`config.mk`:
```
export PLATFORM = sky130hd
export DESIGN_NAME = seg_display_scan_flat
export DESIGN_NICKNAME = d
export VERILOG_FILES = /design/src/rtl/seg_pkg.sv /design/src/rtl/seg_display_scan_if.sv /design/src/rtl/seg_hex_decoder.sv /design/src/rtl/seg_display_scan.sv /design/src/flat_wrapper.sv
export SDC_FILE = /design/constraint.sdc
export NUM_CORES = 1
export LEC_CHECK = 0
export CORE_MARGIN = 2
export CORE_UTILIZATION = 34
export DETAILED_ROUTE_END_ITERATION = 8
export PLACE_DENSITY = 0.66
export SLEW_MARGIN = 20
export SYNTH_ARGS = -nofsm -noshare
export SYNTH_HDL_FRONTEND = slang
export SYNTH_SLANG_ARGS = --single-unit
```
`constraint.sdc`:
```
create_clock -name master_clk -period 3.7 [get_ports master_clk]
set_input_delay 0.555 -clock master_clk [delete_from_list [all_inputs] [get_ports master_clk]]
set_output_delay 0.555 -clock master_clk [all_outputs]
set_load 0.02 [all_outputs]
```
`src/rtl/seg_pkg.sv`:
```
// Shared definitions for the seven-segment display blocks.
//
// Contents:
//   NUM_DIGITS_DEF : default number of multiplexed digits
//   IDX_W          : width of a digit index for the default digit count
//   seg_idx_t      : digit index type for the default digit count
//   SEG_0..SEG_F   : active-low segment patterns {g,f,e,d,c,b,a}, a = bit 0
//   SEG_BLANK      : all segments off
package seg_pkg;

  localparam int NUM_DIGITS_DEF = 4;
  localparam int IDX_W          = $clog2(NUM_DIGITS_DEF);

  typedef logic [IDX_W-1:0] seg_idx_t;

  localparam logic [6:0] SEG_0     = 7'b1000000;
  localparam logic [6:0] SEG_1     = 7'b1111001;
  localparam logic [6:0] SEG_2     = 7'b0100100;
  localparam logic [6:0] SEG_3     = 7'b0110000;
  localparam logic [6:0] SEG_4     = 7'b0011001;
  localparam logic [6:0] SEG_5     = 7'b0010010;
  localparam logic [6:0] SEG_6     = 7'b0000010;
  localparam logic [6:0] SEG_7     = 7'b1111000;
  localparam logic [6:0] SEG_8     = 7'b0000000;
  localparam logic [6:0] SEG_9     = 7'b0010000;
  localparam logic [6:0] SEG_A     = 7'b0001000;
  localparam logic [6:0] SEG_B     = 7'b0000011;
  localparam logic [6:0] SEG_C     = 7'b1000110;
  localparam logic [6:0] SEG_D     = 7'b0100001;
  localparam logic [6:0] SEG_E     = 7'b0000110;
  localparam logic [6:0] SEG_F     = 7'b0001110;
  localparam logic [6:0] SEG_BLANK = 7'b1111111;

endpackage

```
`src/rtl/seg_display_scan_if.sv`:
```
// Display bus between the digit datapath and the scan driver.
//
// Signals:
//   digits     : hex nibble per digit, digit i = digits[4i+3:4i], digit 0 rightmost
//   blink_mask : 1 = digit blanks while the blink clock is high
//   dp_mask    : 1 = decimal point lit on that digit
//   an         : active-low anode enables (driven by the scanner)
//   seg        : active-low segments {g,f,e,d,c,b,a}
//   dp         : active-low decimal point
//
// Modports:
//   master : datapath side, supplies digits/masks, observes the pins
//   slave  : scanner side, consumes digits/masks, drives the pins
interface seg_display_scan_if #(
  parameter int NUM_DIGITS = seg_pkg::NUM_DIGITS_DEF
);
  logic [4*NUM_DIGITS-1:0] digits;
  logic [NUM_DIGITS-1:0]   blink_mask;
  logic [NUM_DIGITS-1:0]   dp_mask;
  logic [NUM_DIGITS-1:0]   an;
  logic [6:0]              seg;
  logic                    dp;

  modport master (
    output digits, blink_mask, dp_mask,
    input  an, seg, dp
  );

  modport slave (
    input  digits, blink_mask, dp_mask,
    output an, seg, dp
  );
endinterface

```
`src/rtl/seg_hex_decoder.sv`:
```
// Combinational hex nibble to active-low seven-segment pattern.
//
// Ports:
//   nibble  in  4  hex value 0..F
//   pattern out 7  active-low {g,f,e,d,c,b,a}, a = bit 0
module seg_hex_decoder
  import seg_pkg::*;
(
  input  logic [3:0] nibble,
  output logic [6:0] pattern
);

  always_comb begin
    pattern = SEG_BLANK;
    case (nibble)
      4'h0: pattern = SEG_0;
      4'h1: pattern = SEG_1;
      4'h2: pattern = SEG_2;
      4'h3: pattern = SEG_3;
      4'h4: pattern = SEG_4;
      4'h5: pattern = SEG_5;
      4'h6: pattern = SEG_6;
      4'h7: pattern = SEG_7;
      4'h8: pattern = SEG_8;
      4'h9: pattern = SEG_9;
      4'hA: pattern = SEG_A;
      4'hB: pattern = SEG_B;
      4'hC: pattern = SEG_C;
      4'hD: pattern = SEG_D;
      4'hE: pattern = SEG_E;
      4'hF: pattern = SEG_F;
      default: pattern = SEG_BLANK;
    endcase
  end

endmodule

```
`src/rtl/seg_display_scan.sv`:
```
// Multiplexed seven-segment scan driver.
//
// Samples the divided fast_clk level in the master_clk domain, turns each
// rising edge into a one-cycle scan strobe and steps a ring index across
// the digits. Anode, segment and decimal-point pins are registered and
// active-low, with per-digit blink blanking.
//
// Ports:
//   master_clk in  1  system clock, rising edge
//   RESET      in  1  synchronous active-high reset
//   fast_clk   in  1  divided scan clock level
//   blink_clk  in  1  divided blink clock level
//   bus        slave modport of seg_display_scan_if (digits, masks, an/seg/dp)
//
// Optional feature:
//   SEG_LEADING_ZERO_BLANK_EN : when defined, digit i >= 1 is blanked while
//   digits i..NUM_DIGITS-1 are all zero, unless that digit's dp_mask bit is set.
module seg_display_scan
  import seg_pkg::*;
#(
  parameter int NUM_DIGITS = NUM_DIGITS_DEF
)(
  input  logic               master_clk,
  input  logic               RESET,
  input  logic               fast_clk,
  input  logic               blink_clk,
  seg_display_scan_if.slave  bus
);

  localparam int               LOC_IDX_W = (NUM_DIGITS > 1) ? $clog2(NUM_DIGITS) : 1;
  localparam logic [LOC_IDX_W-1:0] LAST_IDX = LOC_IDX_W'(NUM_DIGITS - 1);

  logic [LOC_IDX_W-1:0]  idx;
  logic                  fast_q;
  logic                  tick;
  logic [3:0]            cur_nibble;
  logic [6:0]            cur_pattern;
  logic                  cur_blink;
  logic                  cur_dp;
  logic                  cur_lz_blank;
  logic [NUM_DIGITS-1:0] an_sel;

  // fast_q resets high so a fast_clk already high out of reset is not a tick.
  assign tick = fast_clk & ~fast_q;

  // Select the current digit's nibble, masks and anode pattern.
  always_comb begin
    cur_nibble = 4'h0;
    cur_blink  = 1'b0;
    cur_dp     = 1'b0;
    an_sel     = '1;
    for (int i = 0; i < NUM_DIGITS; i++) begin
      if (idx == LOC_IDX_W'(i)) begin
        cur_nibble = bus.digits[4*i +: 4];
        cur_blink  = bus.blink_mask[i];
        cur_dp     = bus.dp_mask[i];
        an_sel[i]  = 1'b0;
      end
    end
  end

`ifdef SEG_LEADING_ZERO_BLANK_EN
  logic [NUM_DIGITS-1:0] zero_above;

  // zero_above[i] is set when digits i..NUM_DIGITS-1 are all zero.
  always_comb begin
    zero_above = '0;
    zero_above[NUM_DIGITS-1] = (bus.digits[4*(NUM_DIGITS-1) +: 4] == 4'h0);
    for (int i = NUM_DIGITS - 2; i >= 0; i--) begin
      zero_above[i] = zero_above[i+1] & (bus.digits[4*i +: 4] == 4'h0);
    end
  end

  // Digit 0 always shows; a lit decimal point keeps its digit visible.
  always_comb begin
    cur_lz_blank = 1'b0;
    for (int i = 1; i < NUM_DIGITS; i++) begin
      if (idx == LOC_IDX_W'(i)) begin
        cur_lz_blank = zero_above[i] & ~bus.dp_mask[i];
      end
    end
  end
`else
  always_comb begin
    cur_lz_blank = 1'b0;
  end
`endif

  seg_hex_decoder u_decoder (
    .nibble  (cur_nibble),
    .pattern (cur_pattern)
  );

  // Scan index ring and registered pin outputs; outputs follow the index
  // register, so a new index shows on the pins one cycle after it updates.
  always_ff @(posedge master_clk) begin
    if (RESET) begin
      idx     <= '0;
      fast_q  <= 1'b1;
      bus.an  <= '1;
      bus.seg <= SEG_BLANK;
      bus.dp  <= 1'b1;
    end else begin
      fast_q <= fast_clk;
      if (tick) begin
        idx <= (idx == LAST_IDX) ? '0 : idx + 1'b1;
      end
      if ((cur_blink && blink_clk) || cur_lz_blank) begin
        bus.an  <= '1;
        bus.seg <= SEG_BLANK;
        bus.dp  <= 1'b1;
      end else begin
        bus.an  <= an_sel;
        bus.seg <= cur_pattern;
        bus.dp  <= ~cur_dp;
      end
    end
  end

endmodule

```
`src/flat_wrapper.sv`:
```
// flat-port wrapper written by rule: the top's interface ports become plain ports
module seg_display_scan_flat import seg_pkg::*;
#(
  parameter int NUM_DIGITS = NUM_DIGITS_DEF
)
  (master_clk, RESET, fast_clk, blink_clk, bus_digits, bus_blink_mask, bus_dp_mask, bus_an, bus_seg, bus_dp);
  seg_display_scan_if #(.NUM_DIGITS(NUM_DIGITS)) bus_i ();
  input  logic master_clk;
  input  logic RESET;
  input  logic fast_clk;
  input  logic blink_clk;
  input wire logic [$bits(bus_i.digits)-1:0] bus_digits;
  input wire logic [$bits(bus_i.blink_mask)-1:0] bus_blink_mask;
  input wire logic [$bits(bus_i.dp_mask)-1:0] bus_dp_mask;
  output wire logic [$bits(bus_i.an)-1:0] bus_an;
  output wire logic [$bits(bus_i.seg)-1:0] bus_seg;
  output wire logic [$bits(bus_i.dp)-1:0] bus_dp;
  assign bus_i.digits = bus_digits;
  assign bus_i.blink_mask = bus_blink_mask;
  assign bus_i.dp_mask = bus_dp_mask;
  assign bus_an = bus_i.an;
  assign bus_seg = bus_i.seg;
  assign bus_dp = bus_i.dp;
  seg_display_scan #(.NUM_DIGITS(NUM_DIGITS)) u_core (.master_clk(master_clk), .RESET(RESET), .fast_clk(fast_clk), .blink_clk(blink_clk), .bus(bus_i));
endmodule
```
## After elaboration in Yosys (flattened, before gate mapping)

Memories as Yosys holds them, arrays and structs flattened. A register that Yosys moved wholly into a read port is not among the register bits.
Index checks and enable logic that the tools add are counted.

- ROM bits: 112
- Memories kept: 1
- Bits of input ports: 28
- Bits in registers: 8
- Bits in latches: 0
- RAM bits: 0

Memories:

| memory | depth | bits a word | read ports | clocked after Yosys merged registers in | write ports | RTL line | RTL |
|---|---|---|---|---|---|---|---|
| (name not given) | 16 | 7 | 1 | 1 | 0 | seg_hex_decoder.sv:15 | `case (nibble)` |

- Add/sub/neg operators: 1
- Multiply operators: 0
- Shift-type cells: 0
- Multiplexer cells: 17
- Reduce and logical (&&, ||, !) cells: 3
- Order comparisons: 0
- Div/mod/pow operators: 0
- Bitwise operators: 3
- Equality and inequality tests: 3

Operators by type and width:

| operator | count |
|---|---|
| 2-to-1 mux 4 bit | 4 |
| 2-to-1 mux 1 bit | 12 |
| == test 2 bit, second input constant | 2 |
| adder 2 x 1 -> 2 bit, second input constant | 1 |
| == test 2 x 1 -> 1 bit, second input constant | 1 |
| zero test 2 bit | 1 |
| 2-to-1 mux 2 bit | 1 |
| inverter 1 bit | 2 |
| OR reduction 2 bit | 1 |
| AND 1 bit | 1 |
| logical AND 1 bit | 1 |

## Longest topological paths before layout

- Word-level depth: 7
- Depth in mapped cells: 11
- Mapped depth without buffers: 10

## Modules after synthesis

Synthesis repeated with hierarchy kept, for this count alone.

- Cell total of the unflattened synthesis: 114
- Area, all modules: 1028.5 sq um

By module, submodules not included:

| module | area an instance (sq um) | cells each | seq. area each (sq um) | times used |
|---|---|---|---|---|
| seg_display_scan | 753.2 | 82 | 300.3 | 1 |
| seg_hex_decoder | 275.3 | 32 | 0.0 | 1 |

## Least setup slack after synthesis

OpenSTA, ideal clock, no wires.

- Path type: reg-to-reg
- From: register u_core.idx[0]
- To: register u_core.bus.seg[5]
- Data required time: 3580 ps
- Cell stages (with the launch flop): 11
- Arrival: 1973 ps
- Slack: 1607 ps
- Path through: dfxtp_1 > inv_1 > ha_1 > nor2_2 > o211ai_2 > o311ai_4 > inv_1 > ha_1 > o21ai_2 > a31oi_1 > a211o_1

- Word-level cells in the longest chain between the ends: 7
- Elaborated cells between the ends (all ways): 14
- Classes of those cells: 3 x eq/ne; 8 x mux; 3 x reduce/logical

Ends and longest elaborated chain:

| element | RTL line | RTL |
|---|---|---|
| start, declared | seg_display_scan.sv:33 | `logic [LOC_IDX_W-1:0] idx;` |
| start signal, assigned | seg_display_scan.sv:106 | `idx <= (idx == LAST_IDX) ? '0 : idx + 1'b1;` |
| zero test 2 bit | seg_display_scan.sv:53 | `if (idx == LOC_IDX_W'(i)) begin` |
| 2-to-1 mux 1 bit (4 in a row) | seg_display_scan.sv:53 |  |
| logical AND 1 bit | seg_display_scan.sv:108 | `if ((cur_blink && blink_clk) \|\| cur_lz_blank) begin` |
| OR reduction 2 bit (no line) | - |  |
| end, declared | seg_display_scan_if.sv:31 | `output an, seg, dp` |

Several ways; a longest one is shown, not always the timed one.
A chain may end at the register's enable or synchronous reset.

## Worst setup path after layout

- From: register u_core.idx[0]
- To: register u_core.bus.seg[6]

The elaborated chain is that of the path after synthesis.

==> flow_summary.ini <==
[timing]
period_needed_ns = 2.526
relSlewSlack = 0.3254
maxSlewViolCount = 0
fmaxAchievable_ghz = 0.3959
rsz0062_at_grt = no
hold_viol_final = 0
finalClockSkew_ns = 0.001548
setup_slack_ns = 1.174
hold_ws_ns = 0.5637
finalCritPeriodShare = 0.6826
tns_ns = 0
setup_viol = 0
worst_pin_slew_ns = 1.007

[finish]
drive_gt1_frac = 0.09790
antennaDiodeCount = 0
nets = 180
syn_to_final_growth_pct = 42.58
fill_cells = 283
final_area_um2 = 1358
fin_cells = 174
utilization = 0.5009

[global_routing]
grt_first_pass_wirelength_um = 3539
grt_pass1_vias = 841
grt_overflow = 0
grt_usage = 0.1369
antenna_found_initial = 0
grt_max_degree = 15

[min_path]
hold_depth = 2
hold_path_class = reg -> reg

[setup_path]
worstSetupEndpointType = flop
rr_worst_depth = 7
critPathMaxFanout = 11
arrival_ns = 2.70
worst_setup_path_start_kind = flop
crit_type = reg -> reg
required_ns = 3.87

[clocking]
cts_resized = 0
htree_levels = 1
cts_made_buffers = 3
cts_tree = done
clock_latency_ns = 0.28
clk_path_buf_depth = 2
cts_setup_buffers = 0
clockRootBuffer = clkbuf_4
clkTransAtPathRegs_ns = 0.09
ctsHoldBuffers = 0
cts_num_sinks = 15

[place]
io_buffers = 39
gp_congestion = 0.7561
placed_cells = 170
place_ws_ns = 1.161
post_dp_cell_area_um2 = 1331
place_hpwl_um = 1695

[floorplan]
start_util = 0.3513
die-area_um2 = 3240
row_count = 19
chipHeight_um = 56.92
die_w_um = 56.92
design.core.area_um2 = 2710
ios = 40

[drt]
ant_nets = 0
via_per_inst = 5.040
drt_pass1_iterations = 4
wire_per_inst_um = 12.17
drc = 0
wirelength_um = 2117
dr.first_iter.drc_count = 9
via_count = 877

[synthesis]
ys_types = 37
postSynthCellCount = 105
synth_warnings = 0
ys_ff_latch = 15
synth_top_area_frac = 0.3154
synthTopCellsByArea = dfxtp_1 32%, ha_1 11%, nand2_1 6.3%
synth_area_leader_cell = dfxtp_1
syn-cell-area_um2 = 952.2
syn_avg_cell_area_um2 = 9.068
seq_area_frac_synth = 0.3154
synth_nets = 141

[pwr]
p_leak_nw = 0.5455
powerDensity_nw_per_um2 = 319.2
peakVddDrop_uv = 219.2
p_total_mw = 0.4334

[status]
status = completed

[job]
maxCapViolations = 0
sequential cells by signal, summed over array words and instances (netlist names):
name	cells
u_core.bus.dp	1
u_core.bus.seg	7
u_core.fast_q	1
u_core.bus.an	4
u_core.idx	2
report_power, final:
group	switching, mW	leakage, nW	total [mW]	internal, mW
combinational	0.0763	0.406	0.161	0.0848
sequential	0.00393	0.124	0.179	0.175
clock	0.0510	0.0150	0.0928	0.0418
cells by family (layout without fill, tap and decap cells):
family                     after synthesis  in the layout  synth area share
AOI/OAI and AO/OA                       28             28            0.2484
and+or+nand+nor                         37             37            0.2037
DFF                                     15             15            0.3154
adders and majority gates                8              8            0.1051
muxes                                    4              4           0.04336
buffers and inverters                   13             51           0.08409
cell type report:
type	count	area, µm²	area share
multi-input combinational	77	571.8	0.4212
clock buffer	4	26.28	0.01935
timing repair buffer	39	390.4	0.2876
sequential	15	300.3	0.2212
tap	31	38.79	0.02857
inverter	8	30.03	0.02212
cells in the mapped netlist, drive strengths merged:
cell,instances
a211o,1
a21o,1
a21oi,4
a221o,1
a2bb2oi,1
a311o,2
a31oi,2
buf,5
dfxtp,15
ha,8
inv,8
mux2,1
mux2i,3
nand2,17
nand2b,6
nand3b,3
nor2,5
nor2b,2
nor3,1
nor3b,2
o211a,2
o211ai,5
o21ai,5
o221ai,1
o22ai,1
o311ai,1
o32a,1
or2,1
critical path, cell delays in order, from the launching register on:
cell	delay (ns)
dfxtp_1	0.40
inv_1	0.09
ha_1	0.31
nor2_2	0.28
o211ai_1	0.13
a31oi_1	0.78
inv_1	0.14
a221o_1	0.29
final timing paths:
kind / startpoint / to / slack [ns]
setup reg to reg: u_core.idx[0] / u_core.bus.seg[6] / 1.17
setup / recovery: u_core.idx[0] / u_core.bus.seg[6] / 1.17
hold / removal: u_core.idx[0] / u_core.idx[0] / 0.56
hold reg to reg: u_core.idx[0] / u_core.idx[0] / 0.56
layer usage:
layer	up-vias	share of wire	track usage	wire (µm)
li1	446	-	-	-
met1	406	0.42	0.1489	888
met2	25	0.51	0.2627	1083
met3	0	0.068	0.04839	145
met4	0	0	0.009967	0
met5	-	0	0	0
cells in the final DEF, fill, tap and decap left out, types with 3 or more instances in the layout:
| cell | Yosys | layout |
|---|---|---|
| clkdlybuf4s50_1 | 0 | 39 |
| o21ai_1 | 3 | 3 |
| inv_1 | 7 | 7 |
| o211ai_1 | 4 | 4 |
| mux2i_1 | 3 | 3 |
| dfxtp_1 | 15 | 15 |
| nor2_1 | 4 | 4 |
| nand2b_1 | 5 | 5 |
| a21oi_1 | 4 | 4 |
| nand3b_1 | 3 | 3 |
| nand2_1 | 16 | 16 |
| clkbuf_4 | 0 | 3 |
| ha_1 | 8 | 8 |
Note: power is estimated with default switching activity, not from simulation.
